==> config.mk <==
export PLATFORM = sky130hd
export DESIGN_NAME = reg_16_ctrl_flat
export DESIGN_NICKNAME = d
export VERILOG_FILES = /design/src/rtl/reg_16_ctrl_pkg.sv /design/src/rtl/reg_16_ctrl_if.sv /design/src/rtl/reg_16_ctrl_dec.sv /design/src/rtl/reg_16_ctrl.sv /design/src/flat_wrapper.sv
export SDC_FILE = /design/constraint.sdc
export NUM_CORES = 1
export LEC_CHECK = 0
export CAP_MARGIN = 0
export CORE_MARGIN = 2
export CORE_UTILIZATION = 34
export DETAILED_ROUTE_END_ITERATION = 8
export DONT_BUFFER_PORTS = 1
export SYNTH_ARGS = -nofsm -noshare
export SYNTH_HDL_FRONTEND = slang
export SYNTH_SLANG_ARGS = --single-unit
==> constraint.sdc <==
create_clock -name CLK -period 3.05 [get_ports CLK]
set_input_delay 0.7625 -clock CLK [delete_from_list [all_inputs] [get_ports CLK]]
set_output_delay 0.7625 -clock CLK [all_outputs]
set_load 0.005 [all_outputs]
==> src/rtl/reg_16_ctrl_pkg.sv <==
// reg_16_ctrl_pkg: shared definitions for the 16-bit register-bank sequencer.
//   - default bank geometry (NWORDS_DEF, AW_DEF, DW_DEF)
//   - FSM state encoding (VREAD/VCHK exist only when WRITE_VERIFY_EN is defined)
//   - onehot_dec(): word address to one-hot select mask with range check
package reg_16_ctrl_pkg;

  localparam int NWORDS_DEF = 4;
  localparam int AW_DEF     = 2;
  localparam int DW_DEF     = 16;

  typedef enum logic [2:0] {
    ST_IDLE   = 3'd0,
    ST_SETUP  = 3'd1,
    ST_STROBE = 3'd2,
    ST_DONE   = 3'd3
`ifdef WRITE_VERIFY_EN
    ,
    ST_VREAD  = 3'd4,
    ST_VCHK   = 3'd5
`endif
  } state_t;

  // Returns a one-hot mask for addr, or all-zero when addr is outside the bank.
  // Supports banks of up to 32 words.
  function automatic logic [31:0] onehot_dec(input logic [31:0] addr, input int nwords);
    logic [31:0] mask;
    mask = 32'd0;
    if (addr < 32'(nwords)) begin
      mask = 32'd1 << addr;
    end else begin
      mask = 32'd0;
    end
    return mask;
  endfunction

endpackage

==> src/rtl/reg_16_ctrl_if.sv <==
// reg_16_ctrl_if: requester handshake plus register-bank control lines.
//   Requester side : REQ, WE, ADDR, DIN -> ACK, ERR, DOUT, BUSY
//   Bank side      : CS, R, W, D -> bank, RD_DATA <- bank
// Modports: slave (the sequencer), master (requester/bank environment).
interface reg_16_ctrl_if
  import reg_16_ctrl_pkg::*;
#(
  parameter int NWORDS = NWORDS_DEF,
  parameter int AW     = AW_DEF,
  parameter int DW     = DW_DEF
);

  logic              REQ;
  logic              WE;
  logic [AW-1:0]     ADDR;
  logic [DW-1:0]     DIN;
  logic              ACK;
  logic              ERR;
  logic [DW-1:0]     DOUT;
  logic              BUSY;
  logic [NWORDS-1:0] CS;
  logic              R;
  logic              W;
  logic [DW-1:0]     D;
  logic [DW-1:0]     RD_DATA;

  modport slave (
    input  REQ, WE, ADDR, DIN, RD_DATA,
    output ACK, ERR, DOUT, BUSY, CS, R, W, D
  );

  modport master (
    output REQ, WE, ADDR, DIN, RD_DATA,
    input  ACK, ERR, DOUT, BUSY, CS, R, W, D
  );

endinterface

==> src/rtl/reg_16_ctrl_dec.sv <==
// reg_16_ctrl_dec: word address to one-hot chip select.
//   addr  : word address
//   cs    : one-hot select, all-zero when addr >= NWORDS
//   valid : 1 when addr addresses an existing word
module reg_16_ctrl_dec
  import reg_16_ctrl_pkg::*;
#(
  parameter int NWORDS = NWORDS_DEF,
  parameter int AW     = AW_DEF
) (
  input  logic [AW-1:0]     addr,
  output logic [NWORDS-1:0] cs,
  output logic              valid
);

  logic [31:0] addr_ext_s;
  logic [31:0] mask_s;

  // Decode via the shared helper; an empty mask means out of range.
  always_comb begin
    addr_ext_s = 32'(addr);
    mask_s     = onehot_dec(addr_ext_s, NWORDS);
    cs         = mask_s[NWORDS-1:0];
    valid      = (mask_s != 32'd0);
  end

endmodule

==> src/rtl/reg_16_ctrl.sv <==
// reg_16_ctrl: single-word read/write sequencer for a bank of 16-bit registers.
//   CLK, RST : clock, asynchronous active-high reset
//   bus      : reg_16_ctrl_if.slave (REQ/WE/ADDR/DIN in, ACK/ERR/DOUT/BUSY out,
//              CS/R/W/D to the bank, RD_DATA from the bank)
// Sequence: IDLE -> SETUP -> STROBE -> DONE (ACK three cycles after REQ is taken).
// Optional macro WRITE_VERIFY_EN: writes insert VREAD/VCHK to read the word back
// and flag a mismatch on ERR (write latency five cycles).
// All outputs are registered from the next state, so they change on the same
// edge as the state and clear asynchronously with RST.
module reg_16_ctrl
  import reg_16_ctrl_pkg::*;
#(
  parameter int NWORDS = NWORDS_DEF,
  parameter int AW     = AW_DEF,
  parameter int DW     = DW_DEF
) (
  input logic          CLK,
  input logic          RST,
  reg_16_ctrl_if.slave bus
);

  state_t            state_r;
  state_t            state_s;

  logic              we_r;
  logic              valid_r;
  logic [AW-1:0]     addr_r;
  logic [DW-1:0]     din_r;

  logic [AW-1:0]     addr_sel_s;
  logic [NWORDS-1:0] cs_dec_s;
  logic              valid_dec_s;

  logic [NWORDS-1:0] cs_s;
  logic              r_s;
  logic              w_s;
  logic              ack_s;
  logic              err_s;
  logic              busy_s;
  logic [DW-1:0]     d_s;

  logic [NWORDS-1:0] cs_r;
  logic              r_r;
  logic              w_r;
  logic              ack_r;
  logic              err_r;
  logic              busy_r;
  logic [DW-1:0]     d_r;
  logic [DW-1:0]     dout_r;

`ifdef WRITE_VERIFY_EN
  logic [DW-1:0]     vdata_r;
`endif

  // In IDLE decode the live request address so CS is ready for the SETUP edge;
  // afterwards decode the latched address.
  always_comb begin
    if (state_r == ST_IDLE) begin
      addr_sel_s = bus.ADDR;
    end else begin
      addr_sel_s = addr_r;
    end
  end

  reg_16_ctrl_dec #(
    .NWORDS (NWORDS),
    .AW     (AW)
  ) u_dec (
    .addr  (addr_sel_s),
    .cs    (cs_dec_s),
    .valid (valid_dec_s)
  );

  // Next-state and next-output logic.
  always_comb begin
    state_s = state_r;
    cs_s    = {NWORDS{1'b0}};
    r_s     = 1'b0;
    w_s     = 1'b0;
    ack_s   = 1'b0;
    err_s   = 1'b0;
    d_s     = d_r;

    case (state_r)
      ST_IDLE: begin
        if (bus.REQ) begin
          state_s = ST_SETUP;
        end else begin
          state_s = ST_IDLE;
        end
      end
      ST_SETUP:  state_s = ST_STROBE;
`ifdef WRITE_VERIFY_EN
      ST_STROBE: begin
        if (we_r) begin
          state_s = ST_VREAD;
        end else begin
          state_s = ST_DONE;
        end
      end
      ST_VREAD:  state_s = ST_VCHK;
      ST_VCHK:   state_s = ST_DONE;
`else
      ST_STROBE: state_s = ST_DONE;
`endif
      ST_DONE:   state_s = ST_IDLE;
      default:   state_s = ST_IDLE;
    endcase

    // Outputs for the state being entered; cs_dec_s is zero for a bad address,
    // which also keeps CS idle on invalid transactions.
    case (state_s)
      ST_SETUP: begin
        cs_s = cs_dec_s;
        d_s  = bus.DIN;
      end
      ST_STROBE: begin
        cs_s = cs_dec_s;
        d_s  = din_r;
        w_s  = we_r & valid_r;
        r_s  = ~we_r & valid_r;
      end
`ifdef WRITE_VERIFY_EN
      ST_VREAD: begin
        cs_s = cs_dec_s;
        r_s  = valid_r;
      end
      ST_VCHK: begin
        cs_s = {NWORDS{1'b0}};
      end
`endif
      ST_DONE: begin
        ack_s = 1'b1;
`ifdef WRITE_VERIFY_EN
        err_s = ~valid_r | ((state_r == ST_VCHK) && (vdata_r != din_r));
`else
        err_s = ~valid_r;
`endif
      end
      default: begin
        cs_s = {NWORDS{1'b0}};
      end
    endcase

    busy_s = (state_s != ST_IDLE);
  end

  // State register.
  always_ff @(posedge CLK or posedge RST) begin
    if (RST) begin
      state_r <= ST_IDLE;
    end else begin
      state_r <= state_s;
    end
  end

  // Request capture: only an IDLE-cycle REQ is taken.
  always_ff @(posedge CLK or posedge RST) begin
    if (RST) begin
      we_r    <= 1'b0;
      valid_r <= 1'b0;
      addr_r  <= {AW{1'b0}};
      din_r   <= {DW{1'b0}};
    end else if ((state_r == ST_IDLE) && bus.REQ) begin
      we_r    <= bus.WE;
      valid_r <= valid_dec_s;
      addr_r  <= bus.ADDR;
      din_r   <= bus.DIN;
    end
  end

  // Registered outputs.
  always_ff @(posedge CLK or posedge RST) begin
    if (RST) begin
      cs_r   <= {NWORDS{1'b0}};
      r_r    <= 1'b0;
      w_r    <= 1'b0;
      ack_r  <= 1'b0;
      err_r  <= 1'b0;
      busy_r <= 1'b0;
      d_r    <= {DW{1'b0}};
    end else begin
      cs_r   <= cs_s;
      r_r    <= r_s;
      w_r    <= w_s;
      ack_r  <= ack_s;
      err_r  <= err_s;
      busy_r <= busy_s;
      d_r    <= d_s;
    end
  end

  // Read data is captured at the end of a valid read strobe only.
  always_ff @(posedge CLK or posedge RST) begin
    if (RST) begin
      dout_r <= {DW{1'b0}};
    end else if ((state_r == ST_STROBE) && !we_r && valid_r) begin
      dout_r <= bus.RD_DATA;
    end
  end

`ifdef WRITE_VERIFY_EN
  // Verify read-back, kept separate so DOUT is untouched by verify reads.
  always_ff @(posedge CLK or posedge RST) begin
    if (RST) begin
      vdata_r <= {DW{1'b0}};
    end else if (state_r == ST_VREAD) begin
      vdata_r <= bus.RD_DATA;
    end
  end
`endif

  assign bus.CS   = cs_r;
  assign bus.R    = r_r;
  assign bus.W    = w_r;
  assign bus.ACK  = ack_r;
  assign bus.ERR  = err_r;
  assign bus.BUSY = busy_r;
  assign bus.D    = d_r;
  assign bus.DOUT = dout_r;

endmodule

==> src/flat_wrapper.sv <==
// flat-port wrapper written by rule: the top's interface ports become plain ports
module reg_16_ctrl_flat import reg_16_ctrl_pkg::*;
#(
  parameter int NWORDS = NWORDS_DEF,
  parameter int AW     = AW_DEF,
  parameter int DW     = DW_DEF
)
  (CLK, RST, bus_REQ, bus_WE, bus_ADDR, bus_DIN, bus_RD_DATA, bus_ACK, bus_ERR, bus_DOUT, bus_BUSY, bus_CS, bus_R, bus_W, bus_D);
  reg_16_ctrl_if #(.NWORDS(NWORDS), .AW(AW), .DW(DW)) bus_i ();
  input logic CLK;
  input logic RST;
  input wire logic [$bits(bus_i.REQ)-1:0] bus_REQ;
  input wire logic [$bits(bus_i.WE)-1:0] bus_WE;
  input wire logic [$bits(bus_i.ADDR)-1:0] bus_ADDR;
  input wire logic [$bits(bus_i.DIN)-1:0] bus_DIN;
  input wire logic [$bits(bus_i.RD_DATA)-1:0] bus_RD_DATA;
  output wire logic [$bits(bus_i.ACK)-1:0] bus_ACK;
  output wire logic [$bits(bus_i.ERR)-1:0] bus_ERR;
  output wire logic [$bits(bus_i.DOUT)-1:0] bus_DOUT;
  output wire logic [$bits(bus_i.BUSY)-1:0] bus_BUSY;
  output wire logic [$bits(bus_i.CS)-1:0] bus_CS;
  output wire logic [$bits(bus_i.R)-1:0] bus_R;
  output wire logic [$bits(bus_i.W)-1:0] bus_W;
  output wire logic [$bits(bus_i.D)-1:0] bus_D;
  assign bus_i.REQ = bus_REQ;
  assign bus_i.WE = bus_WE;
  assign bus_i.ADDR = bus_ADDR;
  assign bus_i.DIN = bus_DIN;
  assign bus_i.RD_DATA = bus_RD_DATA;
  assign bus_ACK = bus_i.ACK;
  assign bus_ERR = bus_i.ERR;
  assign bus_DOUT = bus_i.DOUT;
  assign bus_BUSY = bus_i.BUSY;
  assign bus_CS = bus_i.CS;
  assign bus_R = bus_i.R;
  assign bus_W = bus_i.W;
  assign bus_D = bus_i.D;
  reg_16_ctrl #(.NWORDS(NWORDS), .AW(AW), .DW(DW)) u_core (.CLK(CLK), .RST(RST), .bus(bus_i));
endmodule
==> impl_results.md, run 1 <==
- Multiplexer area fraction after synthesis: 0.234
- Root Driver: clkbuf_8
- Synth cell types: 27
- # hold bufs at CTS: 0
- Share of cells above drive strength 1: 0.279
- First-pass GRT wire length: roughly 8000 um
- Vias: 1412
- Clk buf depth: 2
- Post-Synth Adder-Cell Area: 0.0239
- Fmax: approximately 420 MHz
- Req. time, crit path: around 3300 ps
- Number of synthesized flops with an enable pin: 0
- CORE AREA: 7610 sq um
- Global route total overflow: 0
- # resized after CTS: 0
- Worst-Skew Late Latency: 340 ps
- TritonCTS clock tree: built
- Asr flop ratio synth: 1.00
- Seq/Total Area, Yosys: 0.602
- Status: finished, final reports clean
- CTS H-Tree Depth: 3
- Die span in y: a little over 90 um
- Vias in the first global route: between 1500 and 2000
- Worst-Margin Slew: roughly 1100 ps
- Largest net degree at the start of global routing: 33
- Setup Skew: approximately 6.0 ps
- Core Rows: 32
- Cells on worst reg2reg path: 7
- Critical Path End: u_core.bus.D[8]
- Dpl hpwl: 3340 um
- RSZ-0062 raised after global routing: false
- Initial antenna violation count: 0
- Pwr/cell area: ~1300 nW/um^2
- Simple-Gate Fraction of Synth Area: 0.0655
- Compound-Gate Fraction of Synth Area: 0.0420
- Min cycle time layout: between 2000 and 2500 ps
- R2R setup slack: 660 ps
- Initial Utilization: 0.344
- Die Width: 91.8 um
- Final-stage net count: between 200 and 250
- CP startpoint: u_core.state_r[0]
- Most common cell after layout, fill and taps aside: dfrtp_1
- Synthesized net count: 230
- Final WL: a little under 5000 um
- RD Place Congestion: about 0.65
- Setup TNS: 0 ps
- Ant. Diodes: 0
- Avg Synthesized Cell Area: around 14 sq um
- Fin Hold WS: just over 300 ps
- Total GRT Usage: 0.126
- Post-route ant nets: 0
- Clock transition at path regs: 70 ps
- Largest cells by area after synthesis: dfrtp_1 60%, mux2_2 9.5%, mux2i_1 6.5%
- Port Buffers: 0
- Post-CTS setup buffers: 0
- Maximum capacitance violations: 0
- Die ar.: 8420 sq um
- Post-synth top area cell: dfrtp_1
- Synth Flop Type: dfrtp_1
- Most frequent cells in the layout: 63 x dfrtp_1, 22 x mux2_2, 17 x mux2i_1, 17 x nor2_1, 16 x a21oi_1
- Period utilisation layout: 0.784
- Synth Area in XOR/XNOR: 0
- Pleak: between 1 and 1.5 nW
- Fin. max-slew vios: 0
- IO Count: ~80
- Mapped Area: roughly 2600 sq um
- Critical Path End Type: register
- # clock sinks: 63
- Final Hold Fails: 0
- VDD IR max: roughly 0.39 mV
- Slew Limit Headroom: 0.271
- Min-delay worst type: in2async
- Synth Register Bits: 63
- Largest family of logic cells by synthesized area: multiplexers
- Via/cell ratio: roughly 4.7
- Setup Viol. Count Final: 0
- Cells after Synth: between 150 and 200
- Routed wire per std cell: 16.5 um
- # fillers: 734
- Worst EP arrival: approximately 2600 ps
- Area growth syn-to-layout: 11.0%
- Final cell count without fillers: 299
- YS warnings: 0
- Critical R2R Launch: u_core.state_r[0]
- Num CTS Buffers: 9
- DR DRC count: 0
- Top cell type's share of synthesized area: 0.602
- 1st-iter DRT viols: 51
- Crit path max fanout: 18
- DRT Pass-1 Iters: 4
- Reg-to-reg endpoint: u_core.bus.D[8]
- Worst setup SP type: register
- Post-Place Cells: 283
- Critical setup path kind: reg2reg
[per-stage QoR]
step	power (W)	utilization	cell area, sq um	worst slack, ps
floorplan	0.00283	-	2620	718
global placement	0.00308	0.356	2710	658
detailed placement	0.00315	0.356	2710	624
CTS	0.00388	0.382	2910	605
global route	0.00412	0.382	2910	430
finish	0.00380	0.382	2910	658
[worst min path at each step]
stage                            from                  to  slack (ps)  cells past startpoint
final                             RST  u_core.bus.DOUT[3]         310                      1
after global routing              RST  u_core.bus.DOUT[3]         320                      1
after CTS                         RST  u_core.bus.DOUT[9]         310                      1
after detailed placement  u_core.we_r        u_core.bus.R         460                      1
after global placement    u_core.we_r        u_core.bus.R         460                      1
after floorplan           u_core.we_r        u_core.bus.R         430                      1
[worst max-delay path: stages, from the launching register on]
cell and delay (ps):
dfrtp_1 370, inv_1 80, ha_1 300, nand2_2 90, mux2_2 160, ha_1 880, mux2i_1 280, a21oi_1 90
[power by group]
part / switching, W / internal (W)
Clock: 0.000339 / 0.000378
Combinational: 0.000790 / 0.000759
Sequential: 0.000270 / 0.00126
[Yosys cell counts (2+ instances only)]
cell / instances
clkbuf_1: 2
dfrtp_1: 63
buf_2: 2
mux2_2: 22
a21boi_1: 2
or3b_1: 2
inv_1: 5
mux2_4: 10
ha_1: 5
nor2_1: 17
mux2i_1: 17
a21oi_1: 16
buf_4: 5
nand3b_1: 3
mux2_1: 4
[area by class of cell]
type                       instances  area, sq um  area share
sequential                        63         1580       0.542
multi-input combinational        109          957       0.329
clock buffer                       9          124      0.0426
timing repair buffer               4         30.0      0.0103
inverter                           5         18.8     0.00645
tap                              102          128      0.0439
clock inverter                     7         73.8      0.0254
[logic make-up after synthesis]
kind of cell,count (synthesis)
DFF,63
and+or+nand+nor,31
buffers and inverters,15
AOI/OAI and AO/OA,20
adders and majority gates,5
muxes,53
[routing by layer]
layer | track usage | wire (um) | share of wire
met1 | 0.148 | 2050 | 0.41
met2 | 0.204 | 2510 | 0.51
met3 | 0.0493 | 290 | 0.059
met4 | 0.0560 | 94 | 0.019
met5 | 0 | 0 | 0
[registers in the layout (all words and copies together) (netlist names), 2 cells and up]
name / flops
u_core.bus.CS: 4
u_core.bus.DOUT: 16
u_core.state_r: 2
u_core.bus.D: 16
u_core.addr_r: 2
u_core.din_r: 16
(Power assumes the default switching activity.)
==> run 2, diff against run 1 <==
==> constraint.sdc (replaced) <==
create_clock -name CLK -period 2.1 [get_ports CLK]
set_input_delay 0.525 -clock CLK [delete_from_list [all_inputs] [get_ports CLK]]
set_output_delay 0.525 -clock CLK [all_outputs]
set_load 0.005 [all_outputs]
==> impl_results.md, run 2 (synthesized netlist as in run 1, its figures left out) <==
- Clk buf depth: 2 (unchanged)
- Final cell count without fillers: 302 (+1.0%)
- Via/cell ratio: 4.71 (-0.36%)
- Initial Utilization: 0.344 (unchanged)
- Final Hold Fails: 0 (unchanged)
- Post-route ant nets: 0 (unchanged)
- Fin Hold WS: 130 ps (-177 ps)
- Area growth syn-to-layout: 14.7%
- Fin. max-slew vios: 0 (unchanged)
- Pwr/cell area: 1970 nW/um^2 (+51%)
- Worst-Skew Late Latency: 340 ps (about the same)
- Die ar.: 8420 sq um (unchanged)
- Post-CTS setup buffers: 0 (unchanged)
- Largest net degree at the start of global routing: 64 (+94%)
- Status: finished, final reports clean
- Worst setup SP type: register
- Global route total overflow: 0 (unchanged)
- First-pass GRT wire length: 8020 um (-1.4%)
- RSZ-0062 raised after global routing: false
- Crit path max fanout: 8 (-10)
- Worst slack, placed: 173 ps (-451 ps)
- # hold bufs at CTS: 0 (unchanged)
- CTS H-Tree Depth: 3 (unchanged)
- DR DRC count: 0 (unchanged)
- Port Buffers: 0 (unchanged)
- PnR worst setup slack: 193 ps (-465 ps)
- Most frequent cells in the layout: 63 x dfrtp_1, 22 x mux2_2, 17 x mux2i_1, 17 x nor2_1, 16 x a21oi_1
- Num CTS Buffers: 9 (unchanged)
- Die span in y: 91.8 um (unchanged)
- Vias in the first global route: 1593 (+1.3%)
- Pleak: 1.35 nW (+3.7%)
- Setup Viol. Count Final: 0 (unchanged)
- VDD IR max: 0.826 mV (+110%)
- Min cycle time layout: 1910 ps (-485 ps)
- Worst-Margin Slew: 337 ps (-755 ps)
- Critical setup path kind: reg2reg
- DRT Pass-1 Iters: 4 (unchanged)
- Setup TNS: 0 ps (unchanged)
- Final WL: 4770 um (-3.6%)
- Routed wire per std cell: 15.8 um (-4.6%)
- Ant. Diodes: 0 (unchanged)
- Share of cells above drive strength 1: 0.295 (+0.0158)
- Core Rows: 32 (unchanged)
- 1st-iter DRT viols: 70 (+37%)
- Final-stage net count: 238 (+1.3%)
- Vias: 1421 (+0.64%)
- RD Place Congestion: 0.694 (+6.3%)
- Fmax: 524 MHz (+25%)
- Slew Limit Headroom: 0.775 (+0.504)
- Clock transition at path regs: 80 ps (about the same)
- TritonCTS clock tree: built
- Dpl hpwl: 3160 um (-5.5%)
- # fillers: 736 (+0.27%)
- IO Count: 79 (unchanged)
- Root Driver: clkbuf_8
- # resized after CTS: 0 (unchanged)
- Post-Place Cells: 286 (+1.1%)
- Period utilisation layout: 0.908 (+0.124)
- Initial antenna violation count: 0 (unchanged)
- Tot Pwr: 0.00593 W (+56%)
- Min-delay worst type: in2async
- Most common cell after layout, fill and taps aside: dfrtp_1
- Total GRT Usage: 0.124 (-0.00171)
- CORE AREA: 7610 sq um (unchanged)
- Multi-input gate area: 957 sq um (unchanged)
- Worst EP arrival: 2160 ps (-430 ps)
- Setup Skew: 8.41 ps (+2.39 ps)
- # clock sinks: 63 (unchanged)
- Register area: 1580 sq um (unchanged)
- Cells on worst reg2reg path: 7 (unchanged)
- Critical Path End Type: register
- Req. time, crit path: 2360 ps (-890 ps)
- Die Width: 91.8 um (unchanged)
- Maximum capacitance violations: 0 (unchanged)
-- run 2: per-layer routing --
layer	global-route usage	wire length (um)	up-vias
li1	-	-	659
met1	0.147	2000	703
met2	0.192	2290	50
met3	0.0575	379	9
met4	0.0560	103	0
met5	0	0	-
-- run 2: layout make-up --
class	count	share of cell area
clock inverter	7	0.0404
multi-input combinational	109	0.319
sequential	63	0.525
inverter	5	0.00625
timing repair buffer	7	0.0258
clock buffer	9	0.0413
tap	102	0.0425
-- run 2: worst paths after layout --
kind,startpoint,end,slack [ps]
hold reg to reg,u_core.din_r[11],u_core.din_r[11],490
max in group asynchronous,RST,u_core.bus.CS[2],1690
setup reg to reg,u_core.state_r[0],u_core.bus.CS[3],190
hold / removal,RST,u_core.bus.DOUT[2],130
setup / recovery,u_core.state_r[0],u_core.bus.CS[3],190
min in group CLK,bus_DIN[8],u_core.din_r[8],320
-- run 2: worst max-delay path, stage by stage, from the launching register on --
cell,delay (ps)
dfrtp_1,390
inv_1,80
ha_1,190
nand2_2,60
mux2_2,270
ha_1,450
buf_4,210
a21boi_0,180
-- run 2: stage by stage --
step	cell area [sq um]	util
after floorplan	2620	-
after global placement	2760	0.363
after detailed placement	2760	0.363
after CTS	3000	0.395
after global routing	3000	0.395
final	3000	0.395
-- run 2: where the power goes --
group	switching (W)	internal, W
sequential	0.000385	0.00183
clock	0.000492	0.000792
combinational	0.00116	0.00126
total	0.00204	0.00389
